### src/rtl/fb_mem_arbiter.sv
// Two-port round-robin arbiter with lock, in front of a single-port 1-cycle-latency RAM.
// Define ARB_FIXED_PRIO_EN to make P0 win contention (the lock rule still applies).
module fb_mem_arbiter #(
  parameter int ADDRESS_WIDTH = 6,
  parameter int DATA_WIDTH    = 10
) (
  input  logic                     clk,
  input  logic                     rst,
  input  logic                     req0,
  input  logic                     req1,
  input  logic                     lock0,
  input  logic                     lock1,
  input  logic                     we0,
  input  logic                     we1,
  input  logic [ADDRESS_WIDTH-1:0] addr0,
  input  logic [ADDRESS_WIDTH-1:0] addr1,
  input  logic [DATA_WIDTH-1:0]    wdata0,
  input  logic [DATA_WIDTH-1:0]    wdata1,
  output logic                     gnt0,
  output logic                     gnt1,
  output logic                     rvalid0,
  output logic                     rvalid1,
  output logic [DATA_WIDTH-1:0]    rdata,
  output logic [ADDRESS_WIDTH-1:0] ram_addr,
  output logic                     ram_we,
  output logic [DATA_WIDTH-1:0]    ram_wdata,
  input  logic [DATA_WIDTH-1:0]    ram_rdata
);

  typedef enum logic [1:0] {OWN_NONE, OWN_P0, OWN_P1} owner_e;

  owner_e owner_q, owner_d;
  logic   lock_q, lock_d;
  logic   rvalid0_q, rvalid0_d;
  logic   rvalid1_q, rvalid1_d;

  always_ff @(posedge clk) begin
    if (!rst) begin
      owner_q   <= OWN_NONE;
      lock_q    <= 1'b0;
      rvalid0_q <= 1'b0;
      rvalid1_q <= 1'b0;
    end else begin
      owner_q   <= owner_d;
      lock_q    <= lock_d;
      rvalid0_q <= rvalid0_d;
      rvalid1_q <= rvalid1_d;
    end
  end

  always_comb begin
    owner_d   = owner_q;
    lock_d    = 1'b0;
    gnt0      = 1'b0;
    gnt1      = 1'b0;
    ram_addr  = '0;
    ram_we    = 1'b0;
    ram_wdata = '0;
    if (!rst) begin
      gnt0 = 1'b0;
    end else if (lock_q && owner_q == OWN_P0 && req0) begin
      gnt0 = 1'b1;
    end else if (lock_q && owner_q == OWN_P1 && req1) begin
      gnt1 = 1'b1;
    end else if (req0 && !req1) begin
      gnt0 = 1'b1;
    end else if (req1 && !req0) begin
      gnt1 = 1'b1;
    end else if (req0 && req1) begin
`ifdef ARB_FIXED_PRIO_EN
      gnt0 = 1'b1;
`else
      // Strict alternation: only a P0 owner yields to P1.
      if (owner_q == OWN_P0) gnt1 = 1'b1;
      else                   gnt0 = 1'b1;
`endif
    end
    if (gnt0) begin
      owner_d   = OWN_P0;
      lock_d    = lock0;
      ram_addr  = addr0;
      ram_we    = we0;
      ram_wdata = wdata0;
    end else if (gnt1) begin
      owner_d   = OWN_P1;
      lock_d    = lock1;
      ram_addr  = addr1;
      ram_we    = we1;
      ram_wdata = wdata1;
    end
    rvalid0_d = gnt0 & ~we0;
    rvalid1_d = gnt1 & ~we1;
  end

  // Gate with rst so a reset landing on the response cycle suppresses it.
  assign rvalid0 = rvalid0_q & rst;
  assign rvalid1 = rvalid1_q & rst;
  assign rdata   = ram_rdata;

endmodule

### config.mk
export PLATFORM = sky130hd
export DESIGN_NAME = fb_mem_arbiter
export DESIGN_NICKNAME = d
export VERILOG_FILES = /design/src/rtl/fb_mem_arbiter.sv
export SDC_FILE = /design/constraint.sdc
export NUM_CORES = 1
export LEC_CHECK = 0
export BUFFER_PORTS_ARGS = -buffer_cell sky130_fd_sc_hd__buf_2
export CAP_MARGIN = 20
export CELL_PAD_IN_SITES_DETAIL_PLACEMENT = 0
export CELL_PAD_IN_SITES_GLOBAL_PLACEMENT = 1
export CORE_ASPECT_RATIO = 1.1
export CORE_MARGIN = 1
export CORE_UTILIZATION = 18
export DETAILED_ROUTE_END_ITERATION = 16
export PLACE_DENSITY_LB_ADDON = 0.12
export SETUP_SLACK_MARGIN = 0.15
export SYNTH_ARGS = -nofsm -noshare
export SYNTH_HDL_FRONTEND = slang
export SYNTH_SLANG_ARGS = --single-unit
### constraint.sdc
create_clock -name clk -period 4.3 [get_ports clk]
set_input_delay 0.645 -clock clk [delete_from_list [all_inputs] [get_ports clk]]
set_output_delay 0.645 -clock clk [all_outputs]
set_load 0.02 [all_outputs]
==> results of run 1 <==
## flip-flops by register name, indices dropped and copies added, names as in the netlist
name	count
owner_q	2
lock_q	1
rvalid0_q	1
rvalid1_q	1
## final cells by class
type                       count  area (um^2)
multi-input combinational     36          305
clock buffer                   4         26.3
timing repair buffer          61          308
tap                           33         41.3
fill                         316         1970
sequential                     5          100
## worst paths after layout
| kind | startpoint | end | slack [ps] |
|---|---|---|---|
| max | owner_q[0]$_SDFFE_PN0P_ | ram_wdata[6] | 1740 |
| min | owner_q[0]$_SDFFE_PN0P_ | owner_q[0]$_SDFFE_PN0P_ | 580 |
| max reg2reg | owner_q[0]$_SDFFE_PN0P_ | lock_q$_SDFF_PN0_ | 2730 |
| min reg2reg | owner_q[0]$_SDFFE_PN0P_ | owner_q[0]$_SDFFE_PN0P_ | 580 |
## layer usage
layer	share of wire [%]	vias up	wire, um
met4	0.83	0	12
li1	-	304	-
met2	55	34	791
met1	35	277	509
met3	8.9	4	129
met5	0	-	0
## Yosys cell counts, drive strengths merged
library cell	n	area share, %
a22o	18	32
buf	14	21
dfxtp	5	19
and2	2	2.4
nand2	2	1.5
nor2b	2	2.4
a21boi	1	1.5
a21oi	1	0.97
a311oi	1	2.9
a31oi	1	4.1
and2b	1	1.5
and4b	1	1.9
nand3	1	0.97
nand3b	1	1.5
nor2	1	0.73
nor3b	1	1.5
o31a	1	1.7
or3b	1	2.2
## report_power, final
group          leakage (nW)  total (mW)  internal, mW  switching [mW]
sequential           0.0412      0.0520        0.0494         0.00266
clock                0.0150      0.0525        0.0350          0.0175
combinational         0.377      0.0740        0.0356          0.0384
## stage by stage
stage	total power, mW	util (%)	setup WS (ps)	cells	hold slack, ps
after floorplan	0.110	-	2100	55	524
after global placement	0.128	27.4	1840	135	561
after detailed placement	0.128	27.4	1820	135	573
after CTS	0.183	28.4	1700	139	565
after global routing	0.190	28.4	1610	139	580
final	0.179	28.4	1740	139	575
## worst min-delay path, stage by stage (launching register included)
cell and delay [ps]:
dfxtp_1 340, a21oi_1 130, nor3b_1 60
## logic make-up (layout without fill, tap and decap cells)
group | count (synthesis) | count (layout) | synth area share [%]
DFF | 5 | 5 | 19.4
buffers and inverters | 14 | 65 | 21.4
and+or+nand+nor | 13 | 13 | 16.5
AOI/OAI and AO/OA | 23 | 23 | 42.7
==> flow_metrics.env, run 1 <==
export IMPL_status="finished, final reports clean"
export IMPL_critical_path_buf_inv_count=1
export IMPL_die_area_mm2=0.00308
export IMPL_antenna_cells=0
export IMPL_grt_first_pass_wirelength_um=2080
export IMPL_cp_num_cells=4
export IMPL_critPathLaunchType="register"
export IMPL_hpwl_um=1170
export IMPL_stdcell_area_um2=781
export IMPL_hold_viol=0
export IMPL_clk_latency_ps=240
export IMPL_yosys_warnings=0
export IMPL_die_w_um=53.0
export IMPL_rsz0062_at_grt="no"
export IMPL_ys_types=21
export IMPL_cts_tree="yes"
export IMPL_max_freq_mhz=390
export IMPL_core_mm2=0.00275
export IMPL_crit_path_end_kind="output port"
export IMPL_io_buffers=60
export IMPL_maxCapViolCount=0
export IMPL_crit_slowest_cell="a31oi_4"
export IMPL_overflow=0
export IMPL_netlist_instances=55
export IMPL_cts_hold_buf=0
export IMPL_hold_class="reg -> reg"
export IMPL_antenna_found_initial=0
export IMPL_drt_iter0_markers=16
export IMPL_synth_seq_cells=5
export IMPL_viasPerCell=4.45
export IMPL_tightest_slew_ps=565
export IMPL_ant_nets=0
export IMPL_tns_ps=0
export IMPL_critPathMaxFanout=20
export IMPL_layout_commonest_cell="buf_2"
export IMPL_crit_chain="or3b_4 -> a31oi_4 -> a22o_2 -> buf_2"
export IMPL_top_usage_layer="met2"
export IMPL_peakVddDrop_v=0.0000738
export IMPL_track_usage_pct=9.21
export IMPL_grt_use_met1_pct=8.96
export IMPL_grt_max_degree=21
export IMPL_syn_num_nets=105
export IMPL_drc=0
export IMPL_cts_setup_buffers=0
export IMPL_ys_seq_area_share_pct=19.4
export IMPL_cpPeakStageDelay_ps=490
export IMPL_path_delay_family="compound AO/OA/AOI/OAI gates"
export IMPL_area_growth_syn_to_layout_pct=51.5
export IMPL_grt_use_met2_pct=17.0
export IMPL_maxSlewViolCount=0
export IMPL_cts_max_level=1
export IMPL_path_class="reg -> out"
export IMPL_gp_congestion=0.728
export IMPL_arrival_ps=1920
export IMPL_p_per_area_mw_per_mm2=229
export IMPL_clk_pin_slew_ps=40
export IMPL_slew_limit_headroom_pct=62.3
export IMPL_worstHoldPathCells=2
export IMPL_fin_crit_sh_pct=59.6
export IMPL_cts_root_buf="clkbuf_4"
export IMPL_placed_area_um2=754
export IMPL_rows=20
export IMPL_p_leak_nw=0.433
export IMPL_drive_gt1_share_pct=67.0
export IMPL_finalClockSkew_ps=2.81
export IMPL_nets=157
export IMPL_cts_buffer_depth=2
export IMPL_drt_pass1_iter_count=4
export IMPL_required_ps=3650
export IMPL_grt_util_met3_pct=3.41
export IMPL_min_period_ps=2560
export IMPL_start_util_pct=18.7
export IMPL_routed_via_count=619
export IMPL_final_cell_mix="60 x buf_2, 14 x a22o_1, 5 x dfxtp_1"
export IMPL_io_pins=81
export IMPL_setup_violations=0
export IMPL_cts_buffers=3
export IMPL_cts_sinks=5
export IMPL_cts_resized=0
export IMPL_grt_pass1_vias=510
export IMPL_die_y_um=58.1
export IMPL_postSynthAreaPerCell_um2=9.37
export IMPL_totalWireLength_um=1440
export IMPL_wl_per_cell_um=10.4
export IMPL_synth_area_um2=515
export IMPL_reg2reg_depth=3
(Power assumes the default switching activity.)
==> run 2, diff against run 1 <==
--- a/config.mk
+++ b/config.mk
@@ -5,13 +5,14 @@
 export SDC_FILE = /design/constraint.sdc
 export NUM_CORES = 1
 export LEC_CHECK = 0
+export ABC_AREA = 1
 export BUFFER_PORTS_ARGS = -buffer_cell sky130_fd_sc_hd__buf_2
 export CAP_MARGIN = 20
 export CELL_PAD_IN_SITES_DETAIL_PLACEMENT = 0
 export CELL_PAD_IN_SITES_GLOBAL_PLACEMENT = 1
 export CORE_ASPECT_RATIO = 1.1
 export CORE_MARGIN = 1
-export CORE_UTILIZATION = 18
+export CORE_UTILIZATION = 17
 export DETAILED_ROUTE_END_ITERATION = 16
 export PLACE_DENSITY_LB_ADDON = 0.12
 export SETUP_SLACK_MARGIN = 0.15
==> constraint.sdc (replaced) <==
create_clock -name clk -period 2.1 [get_ports clk]
set_input_delay 0.315 -clock clk [delete_from_list [all_inputs] [get_ports clk]]
set_output_delay 0.315 -clock clk [all_outputs]
set_load 0.02 [all_outputs]
==> flow_metrics.env, run 2 <==
export IMPL_slew_limit_headroom_pct=58.8
export IMPL_io_buffers=60
export IMPL_cts_hold_buf=0
export IMPL_rows=23
export IMPL_top_usage_layer="met2"
export IMPL_die_y_um=68.5
export IMPL_ys_async_sr_fraction_pct=0
export IMPL_crit_path_end_kind="output port"
export IMPL_fin_crit_sh_pct=85.6
export IMPL_min_from="we0"
export IMPL_wl_per_cell_um=11.5
export IMPL_post_route_util_pct=26.6
export IMPL_hold_class="in -> reg"
export IMPL_yosys_area_top_type="nand3_1"
export IMPL_critPathLaunchType="register"
export IMPL_max_freq_mhz=556
export IMPL_viasPerCell=4.21
export IMPL_grt_pass1_vias=768
export IMPL_crit_chain="inv_1 -> nand3_2 -> nand3_4 -> nand2_8 -> nand2_1 -> inv_1 -> buf_2"
export IMPL_ys_flop_type="dfxtp_1"
export IMPL_cts_max_level=1
export IMPL_die_w_um=62.5
export IMPL_cts_root_buf="clkbuf_8"
export IMPL_overflow=0
export IMPL_gp_congestion=0.692
export IMPL_critPathMaxFanout=12
export IMPL_ant_nets=0
export IMPL_die_area_mm2=0.00428
export IMPL_layout_commonest_cell="buf_2"
export IMPL_area_growth_syn_to_layout_pct=45.2
export IMPL_synth_top_cell_area_share_pct=19.7
export IMPL_antenna_found_initial=0
export IMPL_rrSetupSlack_ps=900
export IMPL_syn_num_nets=154
export IMPL_grt_use_met1_pct=10.7
export IMPL_min_period_ps=1800
export IMPL_top_register="owner_q"
export IMPL_whs_ps=266
export IMPL_clk_pin_slew_ps=30
export IMPL_drive_gt1_share_pct=52.6
export IMPL_yosys_warnings=0
export IMPL_cts_buffers=3
export IMPL_clk_latency_ps=220
export IMPL_totalWireLength_um=2350
export IMPL_grt_util_met3_pct=2.96
export IMPL_drt_pass1_iter_count=4
export IMPL_synth_area_um2=684
export IMPL_maxSlewViolCount=0
export IMPL_nFillCells=440
export IMPL_synthTopCellsByArea="nand3_1 20%, nand3_2 18%, nand2_1 15%"
export IMPL_grt_max_degree=24
export IMPL_grt_first_pass_wirelength_um=3330
export IMPL_final_cell_mix="60 x buf_2, 27 x nand2_1, 27 x nand3_1"
export IMPL_nets=205
export IMPL_start_util_pct=18.3
export IMPL_core_mm2=0.00374
export IMPL_arrival_ps=1480
export IMPL_tightest_slew_ps=617
export IMPL_cpMostUsedCell="inv_1"
export IMPL_stdcell_area_um2=993
export IMPL_reg2reg_depth=6
export IMPL_synth_edf_count=0
export IMPL_netlist_instances=104
export IMPL_tns_ps=0
export IMPL_r2r_start="owner_q[1]$_SDFFE_PP0P_"
export IMPL_setup_ws_ps=301
export IMPL_routed_via_count=859
export IMPL_synth_common_cells="27 x nand2_1, 27 x nand3_1, 12 x nand3_2, 11 x buf_4, 9 x inv_1"
export IMPL_cpPeakStageDelay_ps=360
export IMPL_worstReg2RegEnd="rvalid0_q$_SDFF_PN0_"
export IMPL_cts_buffer_depth=2
export IMPL_placed_area_um2=918
export IMPL_finalClockSkew_ps=0.447
export IMPL_crit_slowest_cell="dfxtp_1"
export IMPL_place_ws_ps=444
export IMPL_drt_iter0_markers=17
export IMPL_cts_sinks=5
export IMPL_ys_seq_area_share_pct=14.6
export IMPL_status="finished, final reports clean"
export IMPL_peakVddDrop_v=0.000141
export IMPL_track_usage_pct=10.2
export IMPL_hold_end="rvalid0_q$_SDFF_PN0_"
export IMPL_io_pins=81
export IMPL_maxCapViolCount=0
export IMPL_largest_reg_flops=2
export IMPL_worstHoldPathCells=2
export IMPL_path_class="reg -> out"
export IMPL_required_ps=1780
export IMPL_rsz0062_at_grt="no"
export IMPL_p_leak_nw=0.603
export IMPL_cts_tree="yes"
export IMPL_hold_viol=0
export IMPL_antenna_cells=0
export IMPL_drc=0
export IMPL_ys_types=15
export IMPL_synth_seq_cells=5
export IMPL_setup_violations=0
export IMPL_grt_use_met2_pct=17.8
export IMPL_p_per_area_mw_per_mm2=519
export IMPL_postSynthAreaPerCell_um2=6.58
run 2: cell count changes in the layout (fill, tap and decap cells not counted), sizes merged, moves of 2 or more:
| cell | before | now |
|---|---|---|
| and2 | 2 | 0 |
| inv | 0 | 10 |
| a22o | 18 | 0 |
| nand2 | 2 | 29 |
| nor2 | 1 | 3 |
| nand3 | 1 | 41 |
| nor2b | 2 | 0 |
run 2: where the power goes:
| group | total [mW] | switching [mW] | internal (mW) |
|---|---|---|---|
| clock network | 0.177 | 0.0465 | 0.130 |
| logic | 0.231 | 0.147 | 0.0837 |
| registers | 0.108 | 0.00522 | 0.103 |
run 2: repair_timing:
action,in CTS,in global routing
setup buffers,0,0
resized for setup,0,1
endpoints found under the setup margin,0,11
run 2: cell families after synthesis:
kind of cell           Yosys count  share of synthesized area (%)
and+or+nand+nor                 71                           59.2
buffers and inverters           27                           25.4
DFF                              5                           14.6
AOI/OAI and AO/OA                1                          0.731
run 2: through the flow:
step	instances	power, mW
after floorplan	104	0.284
after global placement	198	0.328
after detailed placement	198	0.326
after CTS	202	0.507
after global routing	204	0.550
final	204	0.515
run 2: layer usage:
layer | routed length, um | up-vias | part of all wire [%]
met5 | 0 | - | 0
met1 | 950 | 370 | 40
met4 | 74 | 0 | 3.1
met2 | 1130 | 48 | 48
met3 | 195 | 9 | 8.3
li1 | - | 432 | -
run 2: critical path, delay by kind of cell (launching register included):
family,cells,cell delay (ps)
AND/OR/NAND/NOR,4,630
flip-flops,1,360
buffers and inverters,3,280
run 2: how the worst max path moves through the flow:
| stage | startpoint | to | slack (ps) | depth (start not counted) |
|---|---|---|---|---|
| after floorplan | owner_q[0]$_SDFFE_PN0P_ | ram_addr[0] | 780 | 7 |
| after global placement | owner_q[0]$_SDFFE_PN0P_ | gnt0 | 450 | 7 |
| after detailed placement | req1 | gnt1 | 440 | 6 |
| after CTS | owner_q[0]$_SDFFE_PN0P_ | gnt0 | 210 | 7 |
| after global routing | owner_q[1]$_SDFFE_PP0P_ | ram_addr[5] | 190 | 7 |
| final | owner_q[1]$_SDFFE_PP0P_ | gnt0 | 300 | 7 |
run 2: cell type report:
cell class | instances | area, um^2 | share of cell area (%)
Sequential cell | 5 | 100 | 10.1
Inverter | 10 | 37.5 | 3.78
Clock buffer | 4 | 45.0 | 4.53
Multi-Input combinational cell | 74 | 440 | 44.3
Tap cell | 50 | 62.6 | 6.30
Timing Repair Buffer | 61 | 308 | 31.0
